### src/rtl/ram_arbiter.sv
`default_nettype none
// ============================================================================
// Module   : ram_arbiter
// Purpose  : Shares one single-port RAM between the instruction-fetch port (I)
//            and the load/store port (D). One access is granted per cycle using
//            a combinational req/gnt handshake. Read data is registered and
//            returned one cycle after the grant together with an rvalid pulse.
// Ports    : clk, rst_n              clock, asynchronous active-low reset
//            i_req/i_addr            I read request and word address
//            i_gnt/i_rvalid/i_rdata  I grant, response pulse, read data
//            d_req/d_we/d_addr       D request, write enable, word address
//            d_wdata/d_strobe        D write data and byte-lane strobe
//            d_gnt/d_rvalid/d_rdata  D grant, response pulse, read data
//            ram_*                   single-port RAM macro interface
// Revision : 1.0 - initial release
// ============================================================================
module ram_arbiter #(
    parameter int ADDR_WIDTH    = 10,
    parameter int DBUS_PRIORITY = 1,
    parameter int MAX_WAIT      = 4
) (
    input  logic                  clk,
    input  logic                  rst_n,
    input  logic                  i_req,
    input  logic [ADDR_WIDTH-1:0] i_addr,
    output logic                  i_gnt,
    output logic                  i_rvalid,
    output logic [31:0]           i_rdata,
    input  logic                  d_req,
    input  logic                  d_we,
    input  logic [ADDR_WIDTH-1:0] d_addr,
    input  logic [31:0]           d_wdata,
    input  logic [3:0]            d_strobe,
    output logic                  d_gnt,
    output logic                  d_rvalid,
    output logic [31:0]           d_rdata,
    output logic                  ram_rd_en,
    output logic                  ram_wr_en,
    output logic [ADDR_WIDTH-1:0] ram_addr,
    output logic [31:0]           ram_wr_data,
    output logic [3:0]            ram_wr_strobe,
    input  logic [31:0]           ram_rd_data
);

    localparam int                WAIT_W   = (MAX_WAIT > 0) ? $clog2(MAX_WAIT + 1) : 1;
    localparam logic [WAIT_W-1:0] WAIT_MAX = WAIT_W'(MAX_WAIT);
    localparam logic              LAST_I   = 1'b0;
    localparam logic              LAST_D   = 1'b1;

    logic              last_q;
    logic              last_d;
    logic [WAIT_W-1:0] wait_cnt_q;
    logic [WAIT_W-1:0] wait_cnt_d;
    logic              i_rvalid_q;
    logic              d_rvalid_q;
    logic [31:0]       i_rdata_q;
    logic [31:0]       d_rdata_q;
    logic              i_wins;
    logic              grant_i;
    logic              grant_d;

    // Contention winner: fixed D priority broken by the I starvation limit,
    // or alternation against the last winner.
    always_comb begin
        i_wins = 1'b0;
        if (DBUS_PRIORITY != 0) begin
            i_wins = (wait_cnt_q == WAIT_MAX);
        end else begin
            i_wins = (last_q == LAST_D);
        end
    end

    // A lone requester always wins; D only wins when I does not.
    assign grant_i = i_req && (!d_req || i_wins);
    assign grant_d = d_req && !grant_i;

    generate
        if (DBUS_PRIORITY != 0) begin : g_dbus_prio
            // Counts consecutive cycles I was refused; saturates at the limit.
            always_comb begin
                wait_cnt_d = wait_cnt_q;
                if (!i_req || grant_i) begin
                    wait_cnt_d = '0;
                end else if (wait_cnt_q != WAIT_MAX) begin
                    wait_cnt_d = wait_cnt_q + 1'b1;
                end
            end
        end else begin : g_round_robin
            always_comb begin
                wait_cnt_d = '0;
            end
        end
    endgenerate

    always_comb begin
        last_d = last_q;
        if (grant_i) begin
            last_d = LAST_I;
        end else if (grant_d) begin
            last_d = LAST_D;
        end
    end

    // RAM port follows the winner and is fully zero when idle.
    always_comb begin
        ram_rd_en     = 1'b0;
        ram_wr_en     = 1'b0;
        ram_addr      = '0;
        ram_wr_data   = '0;
        ram_wr_strobe = '0;
        if (grant_i) begin
            ram_rd_en = 1'b1;
            ram_addr  = i_addr;
        end else if (grant_d) begin
            ram_rd_en     = !d_we;
            ram_wr_en     = d_we;
            ram_addr      = d_addr;
            ram_wr_data   = d_wdata;
            ram_wr_strobe = d_strobe;
        end
    end

    always_ff @(posedge clk or negedge rst_n) begin
        if (!rst_n) begin
            last_q     <= LAST_I;
            wait_cnt_q <= '0;
            i_rvalid_q <= 1'b0;
            d_rvalid_q <= 1'b0;
            i_rdata_q  <= '0;
            d_rdata_q  <= '0;
        end else begin
            last_q     <= last_d;
            wait_cnt_q <= wait_cnt_d;
            i_rvalid_q <= grant_i;
            d_rvalid_q <= grant_d;
            if (grant_i) begin
                i_rdata_q <= ram_rd_data;
            end
            // Write acks return zero so stale read data never looks like a response.
            if (grant_d) begin
                d_rdata_q <= d_we ? 32'd0 : ram_rd_data;
            end
        end
    end

    assign i_gnt    = grant_i;
    assign d_gnt    = grant_d;
    assign i_rvalid = i_rvalid_q;
    assign d_rvalid = d_rvalid_q;
    assign i_rdata  = i_rdata_q;
    assign d_rdata  = d_rdata_q;

endmodule
`default_nettype wire

### config.mk
export PLATFORM = sky130hd
export DESIGN_NAME = ram_arbiter
export DESIGN_NICKNAME = d
export VERILOG_FILES = /design/src/rtl/ram_arbiter.sv
export SDC_FILE = /design/constraint.sdc
export NUM_CORES = 1
export LEC_CHECK = 0
export BUFFER_PORTS_ARGS = -buffer_cell sky130_fd_sc_hd__buf_2
export CAP_MARGIN = 20
export CORE_UTILIZATION = 44
export DETAILED_ROUTE_END_ITERATION = 10
export PLACE_DENSITY = 0.81
export SYNTH_ARGS = -nofsm -noshare
export SYNTH_HDL_FRONTEND = slang
export SYNTH_SLANG_ARGS = --single-unit
### constraint.sdc
create_clock -name clk -period 2.1 [get_ports clk]
set_input_delay 0 -clock clk [delete_from_list [all_inputs] [get_ports clk]]
set_output_delay 0 -clock clk [all_outputs]
set_load 0.01 [all_outputs]
# Word-level counts from Yosys, hierarchy flattened

Cells that the tools add are included.

Bits in registers: 69
Input port bits: 93
Output and inout bits: 116
Logic and storage cells: 30

Add/subtract/negate cells: 1
Equality and inequality tests: 2
Mux-type cells: 13
Reductions and logical operators: 9

Operators by type and width:

| cell                                         | number |
|---|---|
| two-way mux 32 bit                           | 3 |
| two-way mux 10 bit                           | 2 |
| two-way mux 4 bit                            | 2 |
| two-way mux 3 bit                            | 2 |
| logical NOT 1 bit                            | 4 |
| two-way mux 1 bit                            | 4 |
| adder 3 x 1 -> 3 bit (second input constant) | 1 |
| equality test 3 bit (second input constant)  | 1 |
| != test 3 bit (second input constant)        | 1 |
| logical AND 1 bit                            | 2 |
| logical OR 1 bit                             | 2 |
| nonzero test 2 bit                           | 1 |

# Longest topological paths before layout

Gate-level depths: netlist of the first run.

Word-level depth: 7
Depth in mapped cells: 8
Mapped depth without buffers: 6

# Least setup slack after synthesis of the first run

Ideal clock, no wire load.

Path type: register -> register
Start point: register wait_cnt_q[0]
End point: register i_rdata_q[10] (netlist: i_rdata[10])
Data arrival time: 1426 ps
Path slack: 549 ps
Cell stages (with the launch flop): 8
Period minus slack after synthesis: 1551 ps
Cell sequence: dfrtp_1 -> inv_1 -> ha_1 -> a21boi_2 -> nand2b_4 -> buf_12 -> buf_12 -> mux2_4

Word-level cells in the longest chain between the ends: 3

Ends and longest elaborated chain:

| what                   | RTL line | source |
|---|---|---|
| from (decl)            | 52       | `logic [WAIT_W-1:0] wait_cnt_q;` |
| from (signal assigned) | 133      | `wait_cnt_q <= wait_cnt_d;` |
| equality test 3 bit    | 67       | `i_wins = (wait_cnt_q == WAIT_MAX);` |
| logical OR 1 bit       | 74       | `assign grant_i = i_req && (!d_req \|\| i_wins);` |
| logical AND 1 bit      | 74       |  |
| to (signal assigned)   | 137      | `i_rdata_q <= ram_rd_data;` |
| to (decl)              | 56       | `logic [31:0] i_rdata_q;` |

No other way between the ends.
A chain may end at the register's enable or synchronous reset.

# Worst setup path in the final report of the first run

Start point: register wait_cnt_q[0]
End point: output ram_addr[6]

Word-level cells in the longest chain between the ends: 7

Ends and longest elaborated chain:

| what                  | RTL line | source |
|---|---|---|
| equality test 3 bit * | 67       |  |
| logical OR 1 bit *    | 74       |  |
| logical AND 1 bit *   | 74       |  |
| logical NOT 1 bit     | 75       | `assign grant_d = d_req && !grant_i;` |
| logical AND 1 bit     | 75       |  |
| two-way mux 10 bit    | 114      | `end else if (grant_d) begin` |
| two-way mux 10 bit *  | 111      | `if (grant_i) begin` |
| to (decl)             | 39       | `output logic [ADDR_WIDTH-1:0] ram_addr,` |

Mark *: on every way between the ends. The rest lies on a longest branch, timed or not.

==> flow_summary_export.csv, run 1 <==
group,metric,value,unit
job,maxCapViolations,0,
logic_synthesis,synthCells,248,
timing,finalHoldViolations,0,
global_routing,grt_pass1_vias,2953,
setup_path,cp.required,2.10,ns
timing,max_freq,506,MHz
logic_synthesis,synth_top_area_cell,"dfrtp_1",
global_routing,grt_pass1_wl,14400,um
finish,fill_cells,592,
drt,top_layer_used,"met4",
logic_synthesis,synth_area_leaders,"dfrtp_1 50%, mux2_4 25%, and3_1 6.7%",
floorplan,die_w,90.8,um
logic_synthesis,synth_compound_area_share,3.00,%
power_and_ir_drop,p_per_area,691,nW/um^2
logic_synthesis,ys_ff_latch,69,
setup_path,critPathMaxFanout,20,
timing,rsz0062_at_grt,"no",
timing,finalSetupViolations,0,
logic_synthesis,syn_nets,343,
hold_path,hold_path_class,"in -> reg",
drt,wl_met3,508,um
drt,drc,0,
timing,hold_ws,0.122,ns
setup_path,critPathLaunchType,"register",
floorplan,top_level_ports,209,
setup_path,worstSetupEndpointType,"primary output",
drt,ant_nets,0,
timing,finalClockSkew,0.00852,ns
setup_path,path_buf_inv,5,
setup_path,slowest_delay,0.38,ns
clocking,cts_num_sinks,69,
drt,drt_pass1_iterations,5,
finish,post-route-util,66.4,%
logic_synthesis,netlist_area,3470,sq um
logic_synthesis,synthAdderAreaFrac,0.722,%
floorplan,row_count,32,
finish,drive_gt1_share,60.5,%
global_routing,grt_start_max_net_pins,40,
timing,maxSlewHeadroom,50.3,%
timing,fin_crit,1.98,ns
setup_path,path_class,"reg -> out",
setup_path,crit_family,"buffers and inverters",
setup_path,slowest_stage,"dfrtp_1",
timing,tns,0,ns
logic_synthesis,yosysWarnings,0,
clocking,cts_made_buffers,9,
clocking,clockBufferDepth,2,
drt,m1WireLength,3870,um
floorplan,core_region_area,7690,sq um
finish,multi_input_area,1550,sq um
global_routing,overflow,0,
drt,wl,9300,um
outcome,status,"complete, no violations",
drt,drtIter0Drc,65,
finish,nets,584,
global_routing,grt_usage,22.6,%
timing,slew_viol_final,0,
power_and_ir_drop,power.total,0.00353,W
drt,vias,2895,
logic_synthesis,synth_top_area_share,49.8,%
place,dp_hpwl,6480,um
drt,routedWlPerCell,15.6,um
timing,tightest_slew,0.745,ns
clocking,cts_tree,"yes",
power_and_ir_drop,ir_drop,0.345,mV
logic_synthesis,synth.distinct_cells,23,
place,place_ws,0.380,ns
drt,via_per_inst,4.86,
logic_synthesis,synthXorXnorAreaFrac,0.253,%
power_and_ir_drop,leakagePower,2.92,nW
place,gp_congestion,0.781,
clocking,cts_setup_buffers,0,
logic_synthesis,synth_top_family_by_area,"multiplexers",
global_routing,antenna_found_initial,0,
setup_path,cp.arrival,1.98,ns
finish,regArea,1730,sq um
timing,finalCritPeriodShare,94.1,%
finish,antennaDiodeCount,0,
clocking,clk_latency,0.34,ns
finish,area_growth_syn_to_layout,47.2,%
setup_path,crit_path_cell_trace,"inv_1 > ha_1 > nand3_1 > nand2_1 > inv_2 > buf_8 > buf_4 > a22o_1 > buf_2",
clocking,path_clk_slew,0.07,ns
place,io_buffers,208,
floorplan,floorplan.die.height,90.8,um
clocking,root_buffer,"clkbuf_8",
floorplan,start_util,45.1,%
timing,layout_setup_ws,0.124,ns
floorplan,die_area,8240,sq um
logic_synthesis,ys_seq_area_share,49.8,%
logic_synthesis,avgSynthCellArea,14.0,sq um
clocking,htreeDepth,3,
logic_synthesis,yosys.area_share.simple,13.7,%
logic_synthesis,synthMuxAreaShare,27.1,%
drt,wl_met2,4760,um
state kept, by name (all words and copies together), names as in the netlist:
| name | cells |
|---|---|
| wait_cnt_q | 3 |
| i_rdata | 32 |
| i_rvalid | 1 |
| d_rdata | 32 |
| d_rvalid | 1 |
where the power goes:
| group | total, W | internal [W] | switching (W) | leakage [nW] |
|---|---|---|---|---|
| logic | 0.000893 | 0.000508 | 0.000385 | 1.97 |
| clock network | 0.00106 | 0.000578 | 0.000483 | 0.0964 |
| registers | 0.00157 | 0.00148 | 0.0000914 | 0.853 |
| total | 0.00353 | 0.00257 | 0.000960 | 2.92 |
tightest hold or removal path, delay by kind of cell:
family                 cells  cell delay, ns
buffers and inverters      1            0.12
AOI/OAI and AO/OA          1            0.16
and+or+nand+nor            2            0.14
final timing paths:
kind / cells after the start / to / slack (ns) / start
min: 4 / wait_cnt_q[2] / 0.12 / d_req
max reg2reg: 7 / d_rdata[1] / 0.41 / wait_cnt_q[0]
max in group asynchronous: 3 / i_rdata[3] / 1.18 / rst_n
min in group asynchronous: 2 / i_rvalid / 0.26 / rst_n
max: 9 / ram_addr[6] / 0.12 / wait_cnt_q[0]
min reg2reg: 1 / wait_cnt_q[0] / 0.49 / wait_cnt_q[0]
per-layer routing:
layer | vias up | track usage [%]
met5 | - | 0
met4 | 0 | 9.68
met3 | 14 | 4.46
met2 | 136 | 40.2
met1 | 1404 | 26.5
li1 | 1341 | -
synth_stat cells:
cell type	instances
and3_2	1
nor2_1	2
nand2_1	2
buf_6	4
buf_12	4
o21ai_0	1
mux2_2	6
dfrtp_1	69
a21boi_2	1
and2b_1	2
nand2b_4	1
ha_1	2
nand3_1	1
mux2_4	58
inv_4	1
and3_1	37
inv_2	1
buf_2	1
a22o_1	10
xnor2_1	1
nor2b_1	30
inv_1	2
clkbuf_1	11
timing repair:
item | CTS | global route
hold buffers | 34 | 0
endpoints found under the hold margin | 65 | 0
endpoints found under the setup margin | 0 | 8
resized for setup | 0 | 2
cell families after synthesis:
logic type,Yosys count
mux,64
flops,69
simple gates,76
fa+ha+maj,2
compound gates,12
buf+inv,24
xor+xnor,1
cells in the final DEF, fill, tap and decap left out, drive strengths merged:
| cell type | synthesis | layout |
|---|---|---|
| a21boi | 1 | 1 |
| a22o | 10 | 10 |
| and2b | 2 | 2 |
| and3 | 38 | 38 |
| buf | 9 | 216 |
| bufinv | 0 | 1 |
| clkbuf | 11 | 12 |
| clkinv | 0 | 2 |
| clkinvlp | 0 | 1 |
| dfrtp | 69 | 69 |
| dlygate4sd3 | 0 | 34 |
| ha | 2 | 2 |
| inv | 4 | 4 |
| mux2 | 64 | 64 |
| nand2 | 2 | 2 |
| nand2b | 1 | 1 |
| nand3 | 1 | 1 |
| nor2 | 2 | 2 |
| nor2b | 30 | 30 |
| o21ai | 1 | 1 |
| xnor2 | 1 | 1 |
layout make-up:
type	count	area share, %
Multi-Input combinational cell	155	30.4
Inverter	4	0.343
Timing Repair Buffer	250	29.1
Clock buffer	12	2.84
Clock inverter	4	0.932
Tap cell	102	2.50
Sequential cell	69	33.8
through the flow:
| stage | instance area [sq um] | cells |
|---|---|---|
| final | 5100 | 596 |
| after global routing | 5100 | 596 |
| after CTS | 5090 | 596 |
| after detailed placement | 4560 | 546 |
| after global placement | 4560 | 546 |
| after floorplan | 3470 | 248 |
No activity file was read; power rests on OpenSTA's default activity.
==> inputs of run 2 (changes only) <==
--- a/config.mk
+++ b/config.mk
@@ -7,6 +7,7 @@
 export LEC_CHECK = 0
 export BUFFER_PORTS_ARGS = -buffer_cell sky130_fd_sc_hd__buf_2
 export CAP_MARGIN = 20
+export CORE_MARGIN = 10
 export CORE_UTILIZATION = 44
 export DETAILED_ROUTE_END_ITERATION = 10
 export PLACE_DENSITY = 0.81
==> run 2 against run 1 <==
  * Final cell count increased by 1.7%
  * Clock power increased by 14%
  * Total power increased by 5.2%
  * Utilization increased by 1.4 points
  * Sequential share of layout area decreased by 0.72 points
  * First-iteration DRC count increased by 77%
  * Critical path depth decreased by 1
  * Clock skew decreased by 0.0011 ns
  * Fmax increased by 1.9%
  * Sequential power about the same
  * Critical endpoint is now ram_addr[1]
  * Largest power group unchanged
==> flow_summary_export.csv, run 2 (synthesis results as in run 1) <==
group,metric,value,unit
setup_path,critPathLaunchType,"register",
clocking,htreeDepth,3,
setup_path,r2r_start,"wait_cnt_q[0]",
finish,area_growth_syn_to_layout,50.4,%
setup_path,regToRegEndpoint,"i_rdata[20]",
timing,slew_viol_final,0,
finish,nets,594,
drt,via_per_inst,4.81,
drt,drtIter0Drc,115,
clocking,clockBufferDepth,2,
setup_path,path_class,"reg -> out",
setup_path,critPathMaxFanout,12,
setup_path,cp.required,2.10,ns
setup_path,slowest_delay,0.38,ns
place,io_buffers,208,
setup_path,reg2regPathDepth,7,
timing,finalSetupViolations,0,
timing,tns,0,ns
clocking,cts_num_sinks,69,
clocking,cts_made_buffers,9,
place,gp_congestion,0.795,
finish,final_cell_mix,"208 x buf_2, 69 x dfrtp_1, 58 x mux2_4",
setup_path,crit_path_cell_trace,"inv_1 > ha_1 > a21boi_2 > nand2b_4 > buf_12 > inv_4 > a22o_1 > buf_2",
hold_path,min_to,"wait_cnt_q[0]",
timing,max_freq,515,MHz
place,place_ws,0.322,ns
floorplan,row_count,32,
hold_path,hp-start,"d_req",
global_routing,grt_start_max_net_pins,46,
drt,drt_pass1_iterations,4,
drt,routedWlPerCell,19.1,um
floorplan,core_region_area,7690,sq um
timing,finalCritPeriodShare,92.4,%
global_routing,grt_pass1_vias,3246,
power_and_ir_drop,p_per_area,711,nW/um^2
drt,wl,11600,um
finish,antennaDiodeCount,0,
hold_path,hold_path_class,"in -> reg",
power_and_ir_drop,leakagePower,2.99,nW
timing,finalHoldViolations,0,
setup_path,r2r_slack,0.36,ns
timing,rsz0062_at_grt,"no",
timing,finalClockSkew,0.00742,ns
finish,drive_gt1_share,61.7,%
floorplan,die_area,11800,sq um
timing,maxSlewHeadroom,57.3,%
clocking,path_clk_slew,0.08,ns
power_and_ir_drop,ir_drop,0.304,mV
global_routing,grt_pass1_wl,17800,um
setup_path,slowest_stage,"dfrtp_1",
floorplan,start_util,45.1,%
place,dp_hpwl,8650,um
global_routing,grt_usage,19.1,%
floorplan,top_level_ports,209,
clocking,root_buffer,"clkbuf_8",
timing,tightest_slew,0.640,ns
outcome,status,"complete, no violations",
drt,ant_nets,0,
timing,fin_crit,1.94,ns
setup_path,cp.arrival,1.94,ns
drt,drc,0,
finish,post-route-util,67.8,%
global_routing,antenna_found_initial,0,
drt,vias,2912,
global_routing,overflow,0,
setup_path,worstSetupEndpointType,"primary output",
finish,mostFrequentLayoutCell,"buf_2",
timing,layout_setup_ws,0.160,ns
finish,finalInstanceArea,5210,sq um
floorplan,die_w,109,um
clocking,clk_latency,0.33,ns
clocking,cts_tree,"yes",
floorplan,floorplan.die.height,109,um
place,dpl_cell_area,4550,sq um
job,maxCapViolations,0,
hold_path,hold_path_depth,4,
## run 2: where the power goes
| part | internal, W | leakage (nW) | switching, W | total [W] |
|---|---|---|---|---|
| Combinational | 0.000522 | 2.02 | 0.000412 | 0.000934 |
| Sequential | 0.00148 | 0.853 | 0.0000879 | 0.00157 |
| Clock | 0.000699 | 0.112 | 0.000508 | 0.00121 |
| Total | 0.00270 | 2.99 | 0.00101 | 0.00371 |
## run 2: worst max-delay path by stage
stage | start | endpoint | slack (ns) | cells after the start
after global placement | wait_cnt_q[0] | ram_addr[1] | 0.43 | 8
after global routing | wait_cnt_q[0] | ram_addr[9] | 0.05 | 8
after detailed placement | wait_cnt_q[0] | ram_addr[3] | 0.32 | 8
final | wait_cnt_q[0] | ram_addr[1] | 0.16 | 8
after floorplan | wait_cnt_q[0] | i_rdata[10] | 0.55 | 7
after CTS | wait_cnt_q[0] | ram_addr[3] | 0.01 | 8
## run 2: layer usage
| layer | vias up | GRT usage, % | wire, um |
|---|---|---|---|
| met5 | - | 0 | 0 |
| met4 | 0 | 7.44 | 189 |
| met3 | 13 | 6.19 | 1080 |
| met2 | 137 | 33.7 | 5930 |
| met1 | 1401 | 21.0 | 4400 |
| li1 | 1361 | - | - |
## run 2: cell type report
| class | instances | area (sq um) |
|---|---|---|
| Tap cell | 102 | 128 |
| Clock inverter | 6 | 86.3 |
| Timing Repair Buffer | 260 | 1570 |
| Multi-Input combinational cell | 155 | 1550 |
| Fill cell | 581 | 2470 |
| Sequential cell | 69 | 1730 |
| Inverter | 4 | 17.5 |
| Clock buffer | 10 | 138 |
## run 2: critical path, delay by kind of cell (launching register included)
kind | cells | cell delay [ns]
compound gates | 2 | 0.42
buf+inv | 4 | 0.40
flops | 1 | 0.38
fa+ha+maj | 1 | 0.22
simple gates | 1 | 0.18
## run 2: stage by stage
| step | std cells | hold slack, ns | power, W |
|---|---|---|---|
| after floorplan | 248 | -0.296 | 0.00206 |
| after global placement | 545 | 0.0223 | 0.00243 |
| after detailed placement | 545 | 0.0355 | 0.00246 |
| after CTS | 595 | 0.0741 | 0.00373 |
| after global routing | 606 | 0.0937 | 0.00389 |
| final | 606 | 0.102 | 0.00371 |
## run 2: timing repair
| action | 4_1_cts | 5_1_grt |
|---|---|---|
| pin swaps | 0 | 1 |
| gates resized for setup | 1 | 2 |
| buffers inserted | 0 | 11 |
| hold buffers | 34 | 0 |
| endpoints found under the hold margin | 59 | 0 |
| endpoints found under the setup margin | 10 | 10 |
==> inputs of run 3 (changes only) <==
--- a/config.mk
+++ b/config.mk
@@ -5,10 +5,11 @@
 export SDC_FILE = /design/constraint.sdc
 export NUM_CORES = 1
 export LEC_CHECK = 0
+export ABC_AREA = 1
 export BUFFER_PORTS_ARGS = -buffer_cell sky130_fd_sc_hd__buf_2
 export CAP_MARGIN = 20
 export CORE_MARGIN = 10
-export CORE_UTILIZATION = 44
+export CORE_UTILIZATION = 43
 export DETAILED_ROUTE_END_ITERATION = 10
 export PLACE_DENSITY = 0.81
 export SYNTH_ARGS = -nofsm -noshare
==> run 3 against run 2 <==
  * Sequential cell count did not move
  * Sequential power decreased by 3%
  * Register-to-register slack improved by 0.19 ns
  * Global-route usage up 1.8 points
  * Largest cell class unchanged
  * Critical endpoint is now ram_addr[0]
  * Sequential share of layout area is 1.7 points higher
  * Total power is 9.4% lower
  * Clock power fell by 12%
==> flow_summary_export.csv, run 3 <==
group,metric,value,unit
finish,drive_gt1_share,34.6,%
clocking,ctsResizeCount,0,
logic_synthesis,ys_ff_latch,69,
drt,ant_nets,0,
setup_path,reg2regPathDepth,8,
timing,max_freq,523,MHz
floorplan,row_count,31,
drt,drtIter0Drc,162,
global_routing,grt_pass1_wl,19500,um
logic_synthesis,synth_top_area_share,52.5,%
clocking,path_clk_slew,0.08,ns
setup_path,cp.arrival,1.91,ns
drt,vias,3621,
setup_path,cp_num_cells,9,
power_and_ir_drop,leakagePower,3.11,nW
timing,finalClockSkew,0.00540,ns
logic_synthesis,netlist_area,3290,sq um
setup_path,cp.required,2.10,ns
global_routing,grt_pass1_vias,3656,
clocking,cts_made_buffers,9,
place,io_buffers,208,
finish,area_growth_syn_to_layout,50.4,%
floorplan,floorplan.die.height,107,um
setup_path,crit_family,"simple AND/OR/NAND/NOR gates",
global_routing,grt_start_max_net_pins,60,
hold_path,hold_path_class,"in -> async",
floorplan,start_util,44.9,%
timing,fin_crit,1.91,ns
drt,routedWlPerCell,16.1,um
logic_synthesis,synth.distinct_cells,17,
timing,tns,0,ns
drt,via_per_inst,4.65,
timing,finalSetupViolations,0,
clocking,cts_setup_buffers,0,
logic_synthesis,synthCells,442,
outcome,status,"complete, no violations",
floorplan,core_region_area,7330,sq um
clocking,cts_tree,"yes",
logic_synthesis,synth_most_common_cell,"nand2_1",
clocking,root_buffer,"clkbuf_8",
finish,mostFrequentLayoutCell,"buf_2",
global_routing,antenna_found_initial,0,
logic_synthesis,ys_seq_area_share,52.5,%
logic_synthesis,syn_nets,537,
drt,wl,12600,um
timing,tightest_slew,0.695,ns
logic_synthesis,yosysWarnings,0,
clocking,ctsHoldBuffers,34,
global_routing,overflow,0,
logic_synthesis,async_flop_share,100,%
power_and_ir_drop,p_per_area,678,nW/um^2
timing,maxSlewHeadroom,53.7,%
logic_synthesis,synth-edff-count,0,
clocking,htreeDepth,3,
clocking,clk_latency,0.33,ns
setup_path,path_buf_inv,3,
finish,fill_cells,615,
logic_synthesis,synth_flop_cell,"dfrtp_1",
setup_path,critPathMaxFanout,48,
place,gp_congestion,1.02,
timing,finalCritPeriodShare,91.0,%
setup_path,slowest_stage,"dfrtp_1",
floorplan,die_area,11600,sq um
finish,nets,770,
place,dp_hpwl,9260,um
logic_synthesis,synth_top_area_cell,"dfrtp_1",
finish,antennaDiodeCount,0,
logic_synthesis,avgSynthCellArea,7.45,sq um
timing,rsz0062_at_grt,"no",
setup_path,path_class,"reg -> out",
floorplan,die_w,107,um
timing,finalHoldViolations,0,
drt,drc,0,
finish,final_cell_mix,"208 x buf_2, 117 x nand2_1, 74 x inv_1",
clocking,clockBufferDepth,2,
global_routing,grt_usage,20.9,%
setup_path,crit_path_cell_trace,"inv_1 > ha_1 > nand2_1 > nand2_2 > nand2_2 > buf_12 > nand3_1 > nand2_1 > buf_2",
setup_path,critPathLaunchType,"register",
power_and_ir_drop,power.total,0.00336,W
timing,slew_viol_final,0,
job,maxCapViolations,0,
power_and_ir_drop,ir_drop,0.417,mV
drt,drt_pass1_iterations,4,
floorplan,top_level_ports,209,
clocking,cts_num_sinks,69,
setup_path,slowest_delay,0.38,ns
setup_path,worstSetupEndpointType,"primary output",
logic_synthesis,yosys-top-cells-count,"117 x nand2_1, 74 x inv_1, 69 x dfrtp_1, 69 x nor2_1, 42 x nand3_1",
logic_synthesis,synth_area_leaders,"dfrtp_1 52%, nand2_1 13%, inv_1 8.4%",
setup_path,r2r_slack,0.55,ns
## run 3: power by group
group	switching (W)	internal, W	total [W]
sequential	0.0000694	0.00145	0.00152
clock	0.000518	0.000554	0.00107
combinational	0.000440	0.000323	0.000763
## run 3: cells by family after synthesis
group	share of synthesized area, %
flip-flops	52.5
AO/OA/AOI/OAI	5.44
adder cells (fa/ha/maj)	0.760
buffers and inverters	12.6
AND/OR/NAND/NOR	28.5
XOR/XNOR	0.266
## run 3: final cells by class
type,instances,area (sq um),share of cell area [%]
flip-flops and latches,69,1730,34.9
repair buffers,250,1470,29.6
multi-input cells,271,1160,23.4
inverters,74,278,5.61
clock buffers,9,124,2.50
well taps,99,124,2.50
clock inverters,7,75.1,1.52
## run 3: through the flow
step / std cells / hold slack [ns] / instance area [sq um] / utilization, % / setup WS (ns)
2_1_floorplan: 442 / -0.296 / 3290 / - / 0.736
3_3_place_gp: 729 / -0.127 / 4410 / 60.2 / 0.626
3_5_place_dp: 729 / -0.121 / 4410 / 60.2 / 0.557
4_1_cts: 779 / 0.0392 / 4950 / 67.6 / 0.199
5_1_grt: 779 / 0.0644 / 4950 / 67.6 / 0.00417
6_report: 779 / 0.0468 / 4950 / 67.6 / 0.189
## run 3: path summary, 6_finish.rpt
path / from / end
setup / recovery: wait_cnt_q[0] / ram_addr[0]
max in group asynchronous: rst_n / i_rdata[30]
setup reg to reg: wait_cnt_q[0] / i_rdata[7]
hold / removal: rst_n / i_rdata[16]
min in group clk: i_req / wait_cnt_q[1]
hold reg to reg: wait_cnt_q[0] / wait_cnt_q[0]
## run 3: routing by layer
layer  vias to the layer above  share of wire, %  wire length [um]  global-route usage, %
met5                         -                 0                 0                      0
met4                         0               1.4               178                   5.25
met3                         8               9.7              1220                   7.54
met2                       155                50              6330                   36.9
met1                      1676                39              4840                   23.3
li1                       1782                 -                 -                      -
## run 3: worst register-to-register path, cell delays in order (launching register included)
cell and delay, ns:
dfrtp_1 0.38, inv_1 0.05, ha_1 0.18, nand2_1 0.14
nand2_2 0.11, nand2_2 0.13, buf_12 0.24, nand2_1 0.11
o21ai_0 0.11
